`src/rtl/hw1_sweep_ctrl_pkg.sv`:
```
// rtl/hw1_sweep_ctrl_pkg.sv - shared state encoding for the hw1 sweep sequencer
package hw1_sweep_ctrl_pkg;

  typedef enum logic [1:0] {
    S_IDLE   = 2'd0,
    S_SETTLE = 2'd1,
    S_SAMPLE = 2'd2,
    S_DONE   = 2'd3
  } sweep_state_e;

endpackage

```
`src/rtl/hw1_sweep_ctrl.sv`:
```
// rtl/hw1_sweep_ctrl.sv - exhaustive input sweep and truth-table self-check for hw1
module hw1_sweep_ctrl
  import hw1_sweep_ctrl_pkg::*;
#(
  parameter int N_IN   = 4,
  parameter int SETTLE = 1
) (
  input  logic                 clk,
  input  logic                 rst_n,
  input  logic                 start,
  input  logic                 abort,
  input  logic [2**N_IN-1:0]   expected,
  input  logic                 f_in,
  output logic [N_IN-1:0]      vec,
  output logic                 busy,
  output logic                 done,
  output logic [2**N_IN-1:0]   truth_table,
  output logic [N_IN:0]        err_cnt,
  output logic                 fail_valid,
  output logic [N_IN-1:0]      first_fail,
  output logic                 pass
);

  localparam int NV = 2**N_IN;
  localparam int SW = (SETTLE > 1) ? $clog2(SETTLE) : 1;

  sweep_state_e        state_q;
  logic [N_IN-1:0]     idx_q;
  logic [SW-1:0]       scnt_q;
  logic [N_IN-1:0]     vec_q;
  logic                busy_q;
  logic                done_q;
  logic [NV-1:0]       tt_q;
  logic [N_IN:0]       err_q;
  logic                fv_q;
  logic [N_IN-1:0]     ff_q;
  logic                pass_q;

  always_ff @(posedge clk or negedge rst_n) begin
    if (!rst_n) begin
      state_q <= S_IDLE;
      idx_q   <= '0;
      scnt_q  <= '0;
      vec_q   <= '0;
      busy_q  <= 1'b0;
      done_q  <= 1'b0;
      tt_q    <= '0;
      err_q   <= '0;
      fv_q    <= 1'b0;
      ff_q    <= '0;
      pass_q  <= 1'b0;
    end else begin
      done_q <= 1'b0;
      case (state_q)
        S_IDLE: begin
          if (start && !abort) begin
            state_q <= S_SETTLE;
            idx_q   <= '0;
            scnt_q  <= '0;
            vec_q   <= '0;
            busy_q  <= 1'b1;
            tt_q    <= '0;
            err_q   <= '0;
            fv_q    <= 1'b0;
            ff_q    <= '0;
            pass_q  <= 1'b0;
          end
        end
        S_SETTLE: begin
          if (abort) begin
            state_q <= S_IDLE;
            vec_q   <= '0;
            busy_q  <= 1'b0;
          end else if (scnt_q == SW'(SETTLE - 1)) begin
            state_q <= S_SAMPLE;
          end else begin
            scnt_q <= scnt_q + SW'(1);
          end
        end
        S_SAMPLE: begin
          // An abort here discards the sample for the current vector.
          if (abort) begin
            state_q <= S_IDLE;
            vec_q   <= '0;
            busy_q  <= 1'b0;
          end else begin
            tt_q[idx_q] <= f_in;
            if (f_in != expected[idx_q]) begin
              err_q <= err_q + (N_IN+1)'(1);
              if (!fv_q) begin
                fv_q <= 1'b1;
                ff_q <= idx_q;
              end
            end
            if (idx_q == N_IN'(NV - 1)) begin
              state_q <= S_DONE;
              vec_q   <= '0;
              busy_q  <= 1'b0;
            end else begin
              state_q <= S_SETTLE;
              idx_q   <= idx_q + N_IN'(1);
              vec_q   <= idx_q + N_IN'(1);
              scnt_q  <= '0;
            end
          end
        end
        S_DONE: begin
          done_q  <= 1'b1;
          pass_q  <= (err_q == '0);
          state_q <= S_IDLE;
        end
        default: state_q <= S_IDLE;
      endcase
    end
  end

  assign vec         = vec_q;
  assign busy        = busy_q;
  assign done        = done_q;
  assign truth_table = tt_q;
  assign err_cnt     = err_q;
  assign fail_valid  = fv_q;
  assign first_fail  = ff_q;
  assign pass        = pass_q;

endmodule

```
`config.mk`:
```
export PLATFORM = sky130hd
export DESIGN_NAME = hw1_sweep_ctrl
export DESIGN_NICKNAME = d
export VERILOG_FILES = /design/src/rtl/hw1_sweep_ctrl_pkg.sv /design/src/rtl/hw1_sweep_ctrl.sv
export SDC_FILE = /design/constraint.sdc
export NUM_CORES = 1
export LEC_CHECK = 0
export BUFFER_PORTS_ARGS = -buffer_cell sky130_fd_sc_hd__buf_2
export CORE_MARGIN = 2
export CORE_UTILIZATION = 53
export DETAILED_ROUTE_END_ITERATION = 6
export PLACE_DENSITY = 0.82
export SLEW_MARGIN = 10
export SYNTH_ARGS = -nofsm -noshare
export SYNTH_HDL_FRONTEND = slang
export SYNTH_SLANG_ARGS = --single-unit
```
`constraint.sdc`:
```
create_clock -name clk -period 2.9 [get_ports clk]
set_clock_uncertainty 0.2 [all_clocks]
set_input_delay 0 -clock clk [delete_from_list [all_inputs] [get_ports clk]]
set_output_delay 0 -clock clk [all_outputs]
set_load 0.03 [all_outputs]
```
==> impl_metrics.json, run 1 <==
{
  "vias": 1794,
  "synth_nets": 251,
  "n_fill_cell": 336,
  "start_kind": "flip-flop",
  "portBuffers": 53,
  "antenna_found_initial": 0,
  "placed_area_um2": 2480,
  "die-area_um2": 4670,
  "ys_types": 36,
  "wl_mm": 4.88,
  "die_y_um": 68.4,
  "avgSynthCellArea_um2": 9.98,
  "finalMaxSlewViolations": 0,
  "syn_inst": 220,
  "tightestPinTransition_ps": 875,
  "h-tree-depth": 2,
  "grt_pass1_vias": 1768,
  "timing.fmax_mhz": 373,
  "clockBufferDepth": 2,
  "pre_cts_ws_ps": 213,
  "ios": 54,
  "cts_sinks": 39,
  "cts_resized": 0,
  "cts-root-buf": "clkbuf_8",
  "vias_per_cell": 5.52,
  "grt_usage_pct": 23.5,
  "p_per_area_nw_per_um2": 616,
  "drive_gt1_share_pct": 25.1,
  "finalHoldViolations": 0,
  "antenna_left": 0,
  "synth-seq-cells": 39,
  "final_util_pct": 65.3,
  "rsz0062_at_grt": "false",
  "ys_warn_count": 0,
  "cts-hold-fix-buffers": 5,
  "cts_made_buffers": 5,
  "wire_per_inst_um": 15.0,
  "fin_ws_ps": 216,
  "grt_pass1_wl_mm": 8.11,
  "overflow": 0,
  "worstPathArrival_ps": 2660,
  "area_growth_pct": 19.0,
  "cts_tree": "done",
  "post-dp-hpwl_mm": 3.44,
  "rows": 23,
  "clock_latency_ps": 290,
  "fin_setup_tns_ps": 0,
  "die_x_um": 68.4,
  "period_share_pct": 92.6,
  "netlist_area_um2": 2200,
  "initial_core_util_pct": 54.9,
  "design_area_um2": 2610,
  "drv_cap": 0,
  "first_pass_iters": 4,
  "hold_path.class": "input port to async pin",
  "cp_data_required_time_ps": 2870,
  "grt_max_degree": 40,
  "n_antenna_cell": 0,
  "drc_errors": 0,
  "critPathKind": "flip-flop to flip-flop",
  "timing.final.crit_period_ps": 2680,
  "cts_setup_buffers": 0,
  "first_iter_violations": 137,
  "path_max_fanout": 7,
  "gp_congestion": 0.801,
  "peakVddDrop_mv": 0.401,
  "setup-violations-final": 0,
  "cp-end-kind": "flip-flop",
  "ys_seq_area_share_pct": 44.4,
  "clkTransAtPathRegs_ps": 70,
  "nets": 305,
  "core_area_um2": 4000,
  "outcome": "complete, no violations",
  "slew_headroom_pct": 41.7,
  "p_leak_nw": 1.40
}
## synth_stat cells
cell type | number | area (µm²)
mux4_2 | 1 | 22.5
mux4_1 | 4 | 105
nand2_2 | 1 | 6.26
nand2_1 | 39 | 146
a21o_2 | 1 | 8.76
inv_1 | 10 | 37.5
or2_2 | 1 | 6.26
a32o_1 | 1 | 10.0
o31ai_1 | 3 | 22.5
o22ai_1 | 1 | 6.26
xnor2_1 | 2 | 17.5
nor3_1 | 2 | 10.0
nor2_1 | 13 | 48.8
nor4_1 | 3 | 18.8
buf_6 | 1 | 11.3
o221ai_1 | 1 | 8.76
clkbuf_1 | 12 | 45.0
and3_1 | 1 | 6.26
nor3b_1 | 1 | 7.51
a211o_1 | 3 | 26.3
dfrtp_1 | 39 | 976
xnor2_4 | 1 | 27.5
a22o_1 | 8 | 70.1
nor4b_1 | 1 | 8.76
a21bo_2 | 1 | 10.0
o21ai_0 | 19 | 95.1
a21o_1 | 1 | 7.51
a21oi_1 | 6 | 30.0
nor2b_1 | 2 | 12.5
mux2_2 | 2 | 22.5
nand3_1 | 9 | 45.0
a22oi_1 | 1 | 7.51
ha_1 | 10 | 125
and2_1 | 1 | 6.26
mux2i_1 | 17 | 170
a221o_1 | 1 | 10.0
## through the flow
| stage | cells | power, mW | hold slack [ps] |
|---|---|---|---|
| floorplan | 220 | 1.09 | -496 |
| global placement | 312 | 1.24 | -34.0 |
| detailed placement | 312 | 1.26 | -26.6 |
| CTS | 325 | 1.62 | 198 |
| global route | 325 | 1.71 | 247 |
| finish | 325 | 1.61 | 169 |
## placed cells by master, fill, tap and decap left out, types with 2 or more instances in the layout
master,count
a21oi_1,6
nor2_1,13
xnor2_1,2
nor3_1,2
a211o_1,3
buf_2,53
clkbuf_8,5
nand2_1,39
mux2i_1,17
mux4_1,4
mux2_2,2
buf_4,2
dlygate4sd3_1,5
nand3_1,9
inv_1,10
nor4_1,3
dfrtp_1,39
o31ai_1,3
o21ai_0,19
clkbuf_1,2
nor2b_1,2
a22o_1,8
ha_1,10
## worst paths after layout
path                              startpoint  cells after the start  slack [ps]               to
worst max-delay path                idx_q[2]                      5         220       err_cnt[3]
worst min-delay path                   rst_n                      2         170             done
worst max register to register      idx_q[2]                      5         220       err_cnt[3]
worst min register to register        vec[2]                      2         300           vec[2]
max in group asynchronous              rst_n                      2        1780  truth_table[10]
min in group clk                expected[14]                      5         250    first_fail[1]
## sequential cells by signal, indices dropped and copies added (netlist names)
| name | flops |
|---|---|
| truth_table | 16 |
| err_cnt | 5 |
| first_fail | 4 |
| idx_q | 4 |
| vec | 4 |
| state_q | 2 |
| busy | 1 |
| done | 1 |
| fail_valid | 1 |
| pass | 1 |
## kinds of logic after synthesis
kind of cell,Yosys count,share of synthesized area (%)
compound gates,47,14.2
buf+inv,23,4.27
fa+ha+maj,10,5.70
xor+xnor,3,2.05
flops,39,44.4
mux,24,14.6
simple gates,74,14.7
## routing by layer
metal  part of all wire, %  wire [µm]  up-vias  global-route usage [%]
met4                   2.5        120        0                    9.75
li1                      -          -      877                       -
met3                   4.2        206       12                    4.44
met1                    45       2220      848                    29.9
met5                     0          0        -                       0
met2                    48       2340       57                    39.1
## power by group
group          internal (mW)  total [mW]  switching [mW]
sequential             0.602       0.655          0.0534
combinational          0.217       0.606           0.390
clock                  0.169       0.349           0.180
total                  0.987        1.61           0.623
## cell type report
cell class	count	area [µm²]	share of cell area (%)
Clock inverter	1	5.00	0.191
Timing Repair Buffer	60	330	12.6
Tap cell	50	62.6	2.39
Inverter	10	37.5	1.44
Clock buffer	7	76.3	2.92
Sequential cell	39	976	37.3
Multi-Input combinational cell	158	1130	43.1
## worst max-delay path: stages (launching register included)
cell,delay [ps]
dfrtp_1,460
mux4_1,610
mux4_2,540
xnor2_4,180
a21o_2,270
a211o_1,300
No activity file was read; power rests on OpenSTA's default activity.
==> inputs of run 2 (changes only) <==
--- a/config.mk
+++ b/config.mk
@@ -5,11 +5,12 @@
 export SDC_FILE = /design/constraint.sdc
 export NUM_CORES = 1
 export LEC_CHECK = 0
+export ABC_CLOCK_PERIOD_IN_PS = 3200
 export BUFFER_PORTS_ARGS = -buffer_cell sky130_fd_sc_hd__buf_2
 export CORE_MARGIN = 2
-export CORE_UTILIZATION = 53
+export CORE_UTILIZATION = 57
 export DETAILED_ROUTE_END_ITERATION = 6
-export PLACE_DENSITY = 0.82
+export PLACE_DENSITY = 0.87
 export SLEW_MARGIN = 10
 export SYNTH_ARGS = -nofsm -noshare
 export SYNTH_HDL_FRONTEND = slang
==> constraint.sdc (replaced) <==
create_clock -name clk -period 3.2 [get_ports clk]
set_clock_uncertainty 0.2 [all_clocks]
set_input_delay 0 -clock clk [delete_from_list [all_inputs] [get_ports clk]]
set_output_delay 0 -clock clk [all_outputs]
set_load 0.03 [all_outputs]
==> impl_metrics.json, run 2 (synthesized netlist as in run 1, its figures left out) <==
{
  "nets": 305,
  "combPwrFrac_pct": 36.0,
  "cpPeakStageDelay_ps": 610,
  "ios": 54,
  "grt_usage_pct": 24.2,
  "cp_cell_sequence": "mux4_1 > mux4_2 > xnor2_4 > a21o_2 > a211o_1",
  "wire_per_inst_um": 14.8,
  "cts_made_buffers": 5,
  "gp_congestion": 0.813,
  "core_area_um2": 3690,
  "first_iter_violations": 146,
  "area_growth_pct": 19.7,
  "peakVddDrop_mv": 0.366,
  "post-dp-hpwl_mm": 3.39,
  "wl_met1_mm": 2.07,
  "drv_cap": 0,
  "die-area_um2": 4360,
  "worst-path-buf-inv": 0,
  "cts_tree": "done",
  "p_leak_nw": 1.41,
  "crit_family": "multiplexers",
  "finalHoldViolations": 0,
  "grt_pass1_vias": 1731,
  "clockBufferDepth": 2,
  "n_antenna_cell": 0,
  "fin_setup_tns_ps": 0,
  "timing.fmax_mhz": 375,
  "final_util_pct": 71.2,
  "worstPathArrival_ps": 2650,
  "wl_mm": 4.77,
  "cp_data_required_time_ps": 3180,
  "cts_sinks": 39,
  "setup-violations-final": 0,
  "cts_resized": 0,
  "pwr-share-seq_pct": 39.7,
  "portBuffers": 53,
  "p_int_mw": 0.938,
  "wl_met3_um": 242,
  "final_cell_mix": "53 x buf_2, 39 x nand2_1, 39 x dfrtp_1, 19 x o21ai_0, 17 x mux2i_1",
  "clock_latency_ps": 290,
  "finalMaxSlewViolations": 0,
  "grt_pass1_wl_mm": 8.00,
  "start_kind": "flip-flop",
  "drc_errors": 0,
  "period_share_pct": 83.2,
  "p_per_area_nw_per_um2": 571,
  "switching_share_pct": 37.4,
  "final_common_cell": "buf_2",
  "antenna_left": 0,
  "path_max_fanout": 7,
  "grt_max_degree": 40,
  "vias_per_cell": 5.60,
  "first_pass_iters": 4,
  "antenna_found_initial": 0,
  "rsz0062_at_grt": "false",
  "overflow": 0,
  "clkPwrFrac_pct": 24.3,
  "die_y_um": 66.1,
  "cp_slowest_cell": "mux4_1",
  "slew_headroom_pct": 42.8,
  "vias": 1808,
  "cp-end-kind": "flip-flop",
  "clkTransAtPathRegs_ps": 70,
  "drive_gt1_share_pct": 25.8,
  "timing.final.crit_period_ps": 2660,
  "dr_wl_met2_mm": 2.42,
  "initial_core_util_pct": 59.5,
  "die_x_um": 66.1,
  "p_sw_mw": 0.562,
  "h-tree-depth": 2,
  "rows": 22,
  "tightestPinTransition_ps": 858,
  "hold_path.class": "input port to flip-flop",
  "critPathKind": "flip-flop to flip-flop",
  "outcome": "complete, no violations",
  "largest_reg_flops": 16,
  "n_fill_cell": 300,
  "cts-root-buf": "clkbuf_8",
  "highest_layer": "met4"
}
run 2: cell types whose count changed in the layout (fill, tap and decap cells not counted), sizes merged:
cell         previous run  this run
dlygate4sd3             5         4
buf                    55        56
clkinv                  1         0
clkbuf                  7         8
run 2: routing by layer:
metal,vias up,global-route usage [%]
li1,882,-
met1,867,31.9
met2,54,39.8
met3,5,6.13
met4,0,6.63
met5,-,0
run 2: power by group through the flow:
stage | Combinational (mW) | Clock (mW) | Sequential [mW]
2_1_floorplan | 0.329 | 0 | 0.662
3_3_place_gp | 0.519 | 0 | 0.600
3_5_place_dp | 0.528 | 0 | 0.604
4_1_cts | 0.541 | 0.372 | 0.594
5_1_grt | 0.602 | 0.392 | 0.601
6_report | 0.540 | 0.364 | 0.595
run 2: area by class of cell:
cell class / instances / area, µm² / share of cell area [%]
repair buffers: 60 / 328 / 12.5
inverters: 10 / 37.5 / 1.43
clock buffers: 8 / 100 / 3.81
multi-input cells: 158 / 1130 / 42.9
flip-flops and latches: 39 / 976 / 37.1
well taps: 48 / 60.1 / 2.29
run 2: timing repair:
item | CTS | global route
hold buffers | 4 | 0
setup buffers | 0 | 0
hold endpoints to repair | 43 | 0
run 2: path summary, 6_finish.rpt:
path,from,end,slack (ps),cells after the start
setup / recovery,idx_q[2],err_cnt[2],540,5
hold / removal,f_in,first_fail[1],10,3
setup reg to reg,idx_q[2],err_cnt[2],540,5
hold reg to reg,vec[2],vec[2],290,2
max in group asynchronous,rst_n,truth_table[10],2110,2
min in group asynchronous,rst_n,done,150,2
run 2: worst register-to-register path, cell delays in order (launching register included):
cell,delay [ps]
dfrtp_1,460
mux4_1,610
mux4_2,530
xnor2_4,180
a21o_2,270
a211o_1,300
run 2: per-stage QoR:
| step | hold slack, ps | setup slack, ps | instance area, µm² | power [mW] | instances |
|---|---|---|---|---|---|
| CTS | 10.6 | 545 | 2630 | 1.51 | 323 |
| global placement | -43.4 | 614 | 2490 | 1.12 | 311 |
| finish | 14.0 | 536 | 2630 | 1.50 | 323 |
| global route | 21.5 | 449 | 2630 | 1.59 | 323 |
| floorplan | -496 | 669 | 2200 | 0.991 | 220 |
| detailed placement | -41.8 | 555 | 2490 | 1.13 | 311 |
